### config.mk
export PLATFORM = sky130hd
export DESIGN_NAME = shift_deserializer
export DESIGN_NICKNAME = d
export VERILOG_FILES = /design/src/rtl/shift_deserializer.sv
export SDC_FILE = /design/constraint.sdc
export NUM_CORES = 1
export LEC_CHECK = 0
export CAP_MARGIN = 10
export CORE_ASPECT_RATIO = 0.8
export CORE_MARGIN = 4
export CORE_UTILIZATION = 44
export CTS_CLUSTER_DIAMETER = 120
export DETAILED_ROUTE_END_ITERATION = 16
export PLACE_DENSITY_LB_ADDON = 0.12
export SLEW_MARGIN = 30
export SYNTH_ARGS = -nofsm -noshare
export SYNTH_HDL_FRONTEND = slang
export SYNTH_SLANG_ARGS = --single-unit
### constraint.sdc
create_clock -name clk -period 2.6 [get_ports clk]
set_input_delay 0.52 -clock clk [delete_from_list [all_inputs] [get_ports clk]]
set_output_delay 0.52 -clock clk [all_outputs]
set_load 0.02 [all_outputs]
### src/rtl/shift_deserializer.sv
// Serial-in, parallel-out receiver: collects LSB-first bits into WIDTH-bit words and
// presents them on a valid/ready port, with early flush of partial words.
//
// state | meaning
// EMPTY | no unconsumed word; data_valid=0
// FULL  | data_out holds an unconsumed word; data_valid=1
module shift_deserializer #(
  parameter int              WIDTH   = 4,
  parameter logic [WIDTH-1:0] RST_VAL = '0
) (
  input  logic                         clk,
  input  logic                         rst,
  input  logic                         serial_in,
  input  logic                         serial_valid,
  input  logic                         flush,
  input  logic                         shift_type,
  input  logic                         data_ready,
  input  logic                         clr_ovr,
  output logic [WIDTH-1:0]             data_out,
  output logic                         data_valid,
  output logic [$clog2(WIDTH+1)-1:0]   bit_cnt,
  output logic                         overrun
);

  localparam int CW = $clog2(WIDTH + 1);

  typedef enum logic {EMPTY, FULL} state_t;

  state_t           state_q, state_d;
  logic [WIDTH-1:0] shreg_q, shreg_d;
  logic [CW-1:0]    bit_cnt_q, bit_cnt_d;
  logic [WIDTH-1:0] data_out_q, data_out_d;
  logic             overrun_q, overrun_d;

  logic [WIDTH-1:0] shifted;
  logic [WIDTH-1:0] ones;
  logic [WIDTH-1:0] word;
  logic [CW-1:0]    cnt_next;
  logic             new_word;
  logic             ovr_set;

  // Word assembly: completion and flush both hand a word to the output stage.
  always_comb begin
    ones      = '1;
    shifted   = serial_valid ? {serial_in, shreg_q[WIDTH-1:1]} : shreg_q;
    cnt_next  = bit_cnt_q + CW'(serial_valid);
    word      = '0;
    new_word  = 1'b0;
    shreg_d   = shifted;
    bit_cnt_d = cnt_next;
    if (cnt_next == CW'(WIDTH)) begin
      word      = shifted;
      new_word  = 1'b1;
      shreg_d   = '0;
      bit_cnt_d = '0;
    end else if (flush && (cnt_next != '0)) begin
      // Received bits sit at the top of shreg; the newest one is shifted[WIDTH-1].
      word = shifted >> (WIDTH - int'(cnt_next));
      if (shift_type && shifted[WIDTH-1]) begin
        word = word | (ones << cnt_next);
      end
      new_word  = 1'b1;
      shreg_d   = '0;
      bit_cnt_d = '0;
    end
  end

  always_comb begin
    state_d    = state_q;
    data_out_d = data_out_q;
    ovr_set    = 1'b0;
    case (state_q)
      EMPTY: begin
        if (new_word) begin
          data_out_d = word;
          state_d    = FULL;
        end
      end
      FULL: begin
        if (data_ready) begin
          if (new_word) begin
            data_out_d = word;
          end else begin
            state_d = EMPTY;
          end
        end else if (new_word) begin
          ovr_set = 1'b1;
        end
      end
      default: state_d = EMPTY;
    endcase
    overrun_d = ovr_set | (overrun_q & ~clr_ovr);
  end

  always_ff @(posedge clk) begin
    if (rst) begin
      state_q    <= EMPTY;
      shreg_q    <= '0;
      bit_cnt_q  <= '0;
      data_out_q <= RST_VAL;
      overrun_q  <= 1'b0;
    end else begin
      state_q    <= state_d;
      shreg_q    <= shreg_d;
      bit_cnt_q  <= bit_cnt_d;
      data_out_q <= data_out_d;
      overrun_q  <= overrun_d;
    end
  end

  assign data_out   = data_out_q;
  assign data_valid = (state_q == FULL);
  assign bit_cnt    = bit_cnt_q;
  assign overrun    = overrun_q;

endmodule
==> results of run 1 <==
==> per-stage QoR <==
step / utilization [%] / setup WS (ps) / instances / hold slack, ps / TNS (ps)
2_1_floorplan: - / 35.3 / 91 / 475 / 0
3_3_place_gp: 65.4 / -313 / 142 / 488 / -2110
3_5_place_dp: 65.4 / -407 / 142 / 501 / -2780
4_1_cts: 67.4 / 4.43 / 146 / 525 / 0
5_1_grt: 69.4 / 90.7 / 146 / 548 / 0
6_report: 69.4 / 217 / 146 / 514 / 0
==> metal layers <==
metal / global-route usage (%) / vias up / routed length [um] / share of wire [%]
met5: 0 / - / 0 / 0
met4: 4.27 / 0 / 13 / 0.67
met3: 6.44 / 2 / 115 / 6.0
met2: 29.4 / 16 / 911 / 47
met1: 21.1 / 376 / 888 / 46
li1: - / 393 / - / -
==> where the power goes <==
group	switching, mW	internal, mW
sequential	0.00840	0.215
combinational	0.129	0.127
clock	0.0674	0.0596
==> layout make-up <==
| cell class | count | area, um2 | area share (%) |
|---|---|---|---|
| tap | 22 | 27.5 | 2.35 |
| timing repair buffer | 33 | 290 | 24.7 |
| sequential | 13 | 260 | 22.2 |
| clock buffer | 4 | 26.3 | 2.24 |
| multi-input combinational | 67 | 543 | 46.3 |
| inverter | 7 | 26.3 | 2.24 |
==> registers in the layout (all words and copies together) (netlist names) <==
signal / cells
data_valid: 1
overrun: 1
bit_cnt: 3
data_out: 4
shreg_q: 4
==> cells in the final DEF (no fill, tap or decap), types with 2 or more instances in the layout <==
master            n
inv_1             6
clkdlybuf4s50_1  15
ha_2              2
ha_1              3
nor2_1           10
o21ai_0           6
clkbuf_4          3
or3_1             2
a31oi_1           2
mux2i_1           6
a21oi_1           4
buf_4            17
nor2_2            2
nor2b_1           3
dfxtp_1          13
a2111oi_2         2
o2111ai_1         2
nand2_1           3
==> what timing repair did <==
item / in CTS / in global routing
pin swaps: 3 / 6
endpoints found under the setup margin: 3 / 8
gates resized for setup: 3 / 6
==> final timing paths <==
| path | cells after the start | endpoint |
|---|---|---|
| worst max register to register | 10 | data_out[3] |
| worst max-delay path | 11 | data_out[3] |
| worst min-delay path | 1 | data_out[0] |
| worst min register to register | 1 | data_out[0] |
==> worst max-delay path, cell delays in order <==
cell and delay [ps]:
dlymetal6s2s_1 130, ha_2 190, ha_4 260, inv_1 50, ha_2 200, ha_1 290, nor2_2 130, nand2_1 90
o31ai_2 260, a211oi_2 110, a2111oi_2 330
==> kinds of logic (layout without fill, tap and decap cells) <==
group                    after synthesis  after routing
multiplexers                           7              7
buffers and inverters                 11             44
AO/OA/AOI/OAI                         24             24
XOR/XNOR                               1              1
AND/OR/NAND/NOR                       29             29
flip-flops                            13             13
adder cells (fa/ha/maj)                6              6
==> cell usage after synthesis, drive strengths merged <==
| cell type | count | area share, % |
|---|---|---|
| a2111oi | 2 | 3.7 |
| and2b | 1 | 1.2 |
| a21oi | 5 | 4.5 |
| o21a | 1 | 0.93 |
| mux2 | 1 | 1.4 |
| inv | 7 | 3.2 |
| o41ai | 1 | 1.1 |
| o31ai | 1 | 0.93 |
| nor4b | 1 | 1.1 |
| mux2i | 6 | 7.4 |
| o211ai | 1 | 0.93 |
| dfxtp | 13 | 32 |
| nand3 | 1 | 0.62 |
| xor2 | 1 | 2.0 |
| nand2b | 1 | 1.1 |
| nor4 | 2 | 1.5 |
| nor3b | 1 | 0.93 |
| o21ai | 6 | 3.7 |
| nor2b | 4 | 3.1 |
| and3b | 1 | 1.1 |
| o2111ai | 2 | 2.2 |
| buf | 2 | 1.5 |
| nand2 | 3 | 1.4 |
| nor2 | 12 | 5.9 |
| a211oi | 2 | 1.9 |
| a311o | 1 | 1.4 |
| ha | 6 | 9.3 |
| clkbuf | 2 | 0.93 |
| a31oi | 2 | 1.5 |
| or3 | 2 | 1.5 |
==> summary.md, run 1 <==
| Metric | Value |
|---|---|
| Post-CTS Hold Buffers | 0 |
| Clk Latency, worst-skew pair | 280 ps |
| Grt ovf | 0 |
| Hold crit path type | register to register |
| First-pass GRT wire length | 3420 um |
| CTS tree | done |
| Cell area after synthesis | 811 um2 |
| Layout Skew | 4.98 ps |
| Post-DP HPWL | approximately 1500 um |
| Overall power | between 600 and 700 uW |
| Antenna violations before repair | 0 |
| PD cells | 517 nW/um2 |
| Reg-to-Reg Start | bit_cnt[0] |
| Post-DR wirelength/cell | roughly 13 um |
| Slew headroom | about 80% |
| Largest net degree at the start of global routing | 12 |
| Critical path type | input pin to register |
| Top Ports | 17 |
| GP Congestion | between 0.8 and 0.9 |
| Synth Instances | 91 |
| Largest family of logic cells by synthesized area | compound AO/OA/AOI/OAI gates |
| Clock Tree Root | clkbuf_4 |
| Drt via density | 5.39 |
| Sequential fraction of the synthesis area | between 30% and 40% |
| Run status | finished clean |
| Placed Area | 1110 um2 |
| Row cnt | 13 |
| Synth Area in XOR/XNOR | 2.01% |
| Maximum clock rate | 0.420 GHz |
| DIE WIDTH | ~56 um |
| Slew Viols, Final | 0 |
| # DRC | 0 |
| Die footprint | about 2600 um2 |
| Netlist cell types | 34 |
| CP Launch Type | input pin |
| 1st-iter DRT viols | 21 |
| Simple-gate portion of the synthesized area | 19.4% |
| Yosys warns | 0 |
| Nets | 139 |
| Layout area overhead | 44.8% |
| Post-synthesis mux area share | about 8.8% |
| H-tree depth | 1 |
| Clk buf depth | 2 |
| Clock-pin slew on the worst setup and hold paths | approximately 80 ps |
| Ratio of cells with drive above 1 in the final layout | a little under a third |
| CTS Buf Count | 3 |
| Max-cap violations | 0 |
| Postcts setup bufs | 0 |
| Via count | just under 800 |
| Post-Syn Nets | 105 |
| Setup crit start | serial_valid |
| DRT Pass-1 Iters | 4 |
| RSZ-0062 raised after global routing | false |
| Complex-gate fraction of the synthesized area | about 23% |
| Gr usage total | 17.3% |
| Post-route minimum period | between 2000 and 2500 ps |
| VDD IR-drop max | slightly below 0.3 mV |
| Routed wire length | 1930 um |
| Die H | 46.4 um |
| Fill cell count | roughly 150 |
| WP data arrival | 2570 ps |
| Core Footprint | 1690 um2 |
| Worst slew pin tran | 298 ps |
| R2r setup slk | 260 ps |
| Tcrit/Tclk final | 91.7% |
| Post-synthesis register bit count | 13 |
| Number of port buffers | 16 |
| Hold Path Origin | data_out[0] |
| ANT cells | 0 |
| Fin. Hold Viols | 0 |
| Initial Util | about 48% |
| Adder-cell share of the synthesized area | under 10% |
| Routed Antenna Nets | 0 |
| Setup violators final | 0 |
| CP Capture Type | register |
| Clock Sink Count | 13 |
| CP required | ~2800 ps |
| Crit path max fanout | 3 |
| Fin area | ~1200 um2 |
| Leakage | a little under 0.5 nW |
| Vias in the first global route | about 770 |
| Mapped Avg Cell Area | 8.91 um2 |
Power figures use the tool's default switching activity.
==> run 2, diff against run 1 <==
PLACE_DENSITY = 0.75   (was unset)
PLACE_DENSITY_LB_ADDON = unset   (was 0.12)
==> run 2 against run 1 <==
Worst setup slack better by 170 ps. Core utilization up 3.4 points. Sequential share of layout area down 1.0 points. Final area up 4.9%.
==> summary.md, run 2 (synthesis gave the netlist of run 1 again) <==
| Metric | Value |
|---|---|
| Run status | finished clean |
| Number of port buffers | 16 |
| WL met2 | about 970 um |
| Most frequent cells in the layout | buf_4 (19), clkdlybuf4s50_1 (15), dfxtp_1 (13) |
| WP data arrival | roughly 2400 ps |
| Setup crit start | serial_valid |
| Vias in the first global route | 744 |
| Gr usage total | 16.8% |
| Via count | approximately 800 |
| Antenna violations before repair | 0 |
| Largest net degree at the start of global routing | 12 |
| Clock Tree Root | clkbuf_4 |
| DIE WIDTH | 56.0 um |
| First-pass GRT wire length | between 3000 and 4000 um |
| Die footprint | 2600 um2 |
| PD cells | 527 nW/um2 |
| Layout Skew | around 3.7 ps |
| Finished Layout Cells | between 100 and 150 |
| CP required | roughly 2800 ps |
| Crit path max fanout | 3 |
| Drt via density | around 5.4 |
| RSZ-0062 raised after global routing | false |
| Routed Antenna Nets | 0 |
| Post-DR wirelength/cell | 13.6 um |
| Die H | between 40 and 50 um |
| ANT cells | 0 |
| Final core utilization | just over 70% |
| Worst slew pin tran | about 290 ps |
| 1st-iter DRT viols | 19 |
| Leakage | roughly 0.51 nW |
| CP Capture Type | register |
| H-tree depth | 1 |
| Commonest non-fill, non-tap cell in the layout | buf_4 |
| Highest Signal Layer | met4 |
| Top Ports | 17 |
| CTS tree | done |
| Post-DP HPWL | ~1500 um |
| Maximum clock rate | 0.452 GHz |
| VDD IR-drop max | approximately 0.31 mV |
| Grt ovf | 0 |
| # DRC | 0 |
| Hold crit path type | register to register |
| Setup_tns | 0 ps |
| Post-route minimum period | around 2200 ps |
| Nets | roughly 140 |
| Tcrit/Tclk final | between 80% and 90% |
| Dpl ws | -381 ps |
| Core Footprint | 1690 um2 |
| Setup violators final | 0 |
| Worst Setup EP | data_out[2] |
| Ratio of cells with drive above 1 in the final layout | about a third |
| Max-cap violations | 0 |
| Critical path type | input pin to register |
| Fin. Hold Viols | 0 |
| CP Launch Type | input pin |
| Reg-to-Reg Start | bit_cnt[0] |
| Clock-pin slew on the worst setup and hold paths | approximately 80 ps |
| Slew Viols, Final | 0 |
| Post-route worst setup slack | a little under 400 ps |
| R2r setup slk | around 420 ps |
| Clock Sink Count | 13 |
| Overall power | 649 uW |
| Row cnt | 13 |
| CTS Buf Count | 3 |
| Worst R2R End | data_out[2] |
| Layout area overhead | 51.9% |
| DRT Pass-1 Iters | 4 |
| Slew headroom | between 80% and 90% |
| Cells on worst reg2reg path | 10 |
| Clk Latency, worst-skew pair | 290 ps |
| Met3 WL | 133 um |
| Cells after DPL | 140 |
| GP Congestion | just under 0.9 |
| Clk buf depth | 2 |
| Initial Util | ~48% |
| Routed wire length | 2020 um |
| M1 WL | 887 um |
run 2: cell count changes in the layout (fill, tap and decap cells not counted), sizes merged:
cell    change
buf         +2
clkbuf      -1
clkinv      +1
run 2: final cells by class:
| cell class | count | area, um2 |
|---|---|---|
| well taps | 22 | 27.5 |
| repair buffers | 35 | 305 |
| multi-input cells | 67 | 584 |
| clock inverters | 1 | 5.00 |
| inverters | 7 | 26.3 |
| flip-flops and latches | 13 | 260 |
| clock buffers | 3 | 22.5 |
| fillers | 121 | 460 |
run 2: how the worst min path moves through the flow:
| stage | start | endpoint | slack (ps) | depth (start not counted) |
|---|---|---|---|---|
| global placement | data_out[0] | data_out[0] | 490 | 1 |
| floorplan | shreg_q[0] | shreg_q[0] | 480 | 2 |
| detailed placement | data_out[0] | data_out[0] | 490 | 1 |
| global route | data_out[0] | data_out[0] | 550 | 1 |
| finish | data_out[0] | data_out[0] | 520 | 1 |
| CTS | data_out[0] | data_out[0] | 520 | 1 |
run 2: through the flow:
step / hold slack, ps / cell area, um2
2_1_floorplan: 475 / 811
6_report: 523 / 1230
3_5_place_dp: 492 / 1090
5_1_grt: 550 / 1230
3_3_place_gp: 487 / 1090
4_1_cts: 519 / 1150
run 2: worst max-delay path, cell delays in order:
cell and delay (ps):
dlymetal6s2s_1 130, ha_2 190, ha_4 260, inv_2 40
ha_4 160, ha_1 290, nor2_2 150, nand2_2 90
buf_4 150, or3_1 300, a31oi_1 150
run 2: report_power, final:
group / switching (mW) / internal [mW] / total (mW)
logic: 0.142 / 0.151 / 0.293
registers: 0.00889 / 0.215 / 0.224
clock network: 0.0747 / 0.0574 / 0.132
total: 0.226 / 0.423 / 0.649
run 2: routing by layer:
metal  vias up  global-route usage, %
li1        401                      -
met1       371                   18.7
met2        25                   29.4
met3         7                   6.44
met4         0                   7.11
met5         -                      0
run 2: repair_timing:
action	4_1_cts	5_1_grt
resized for setup	6	10
buffers inserted	2	2
hold buffers	0	0
pin swaps	6	6
hold endpoints to repair	0	0
setup endpoints to repair	2	9
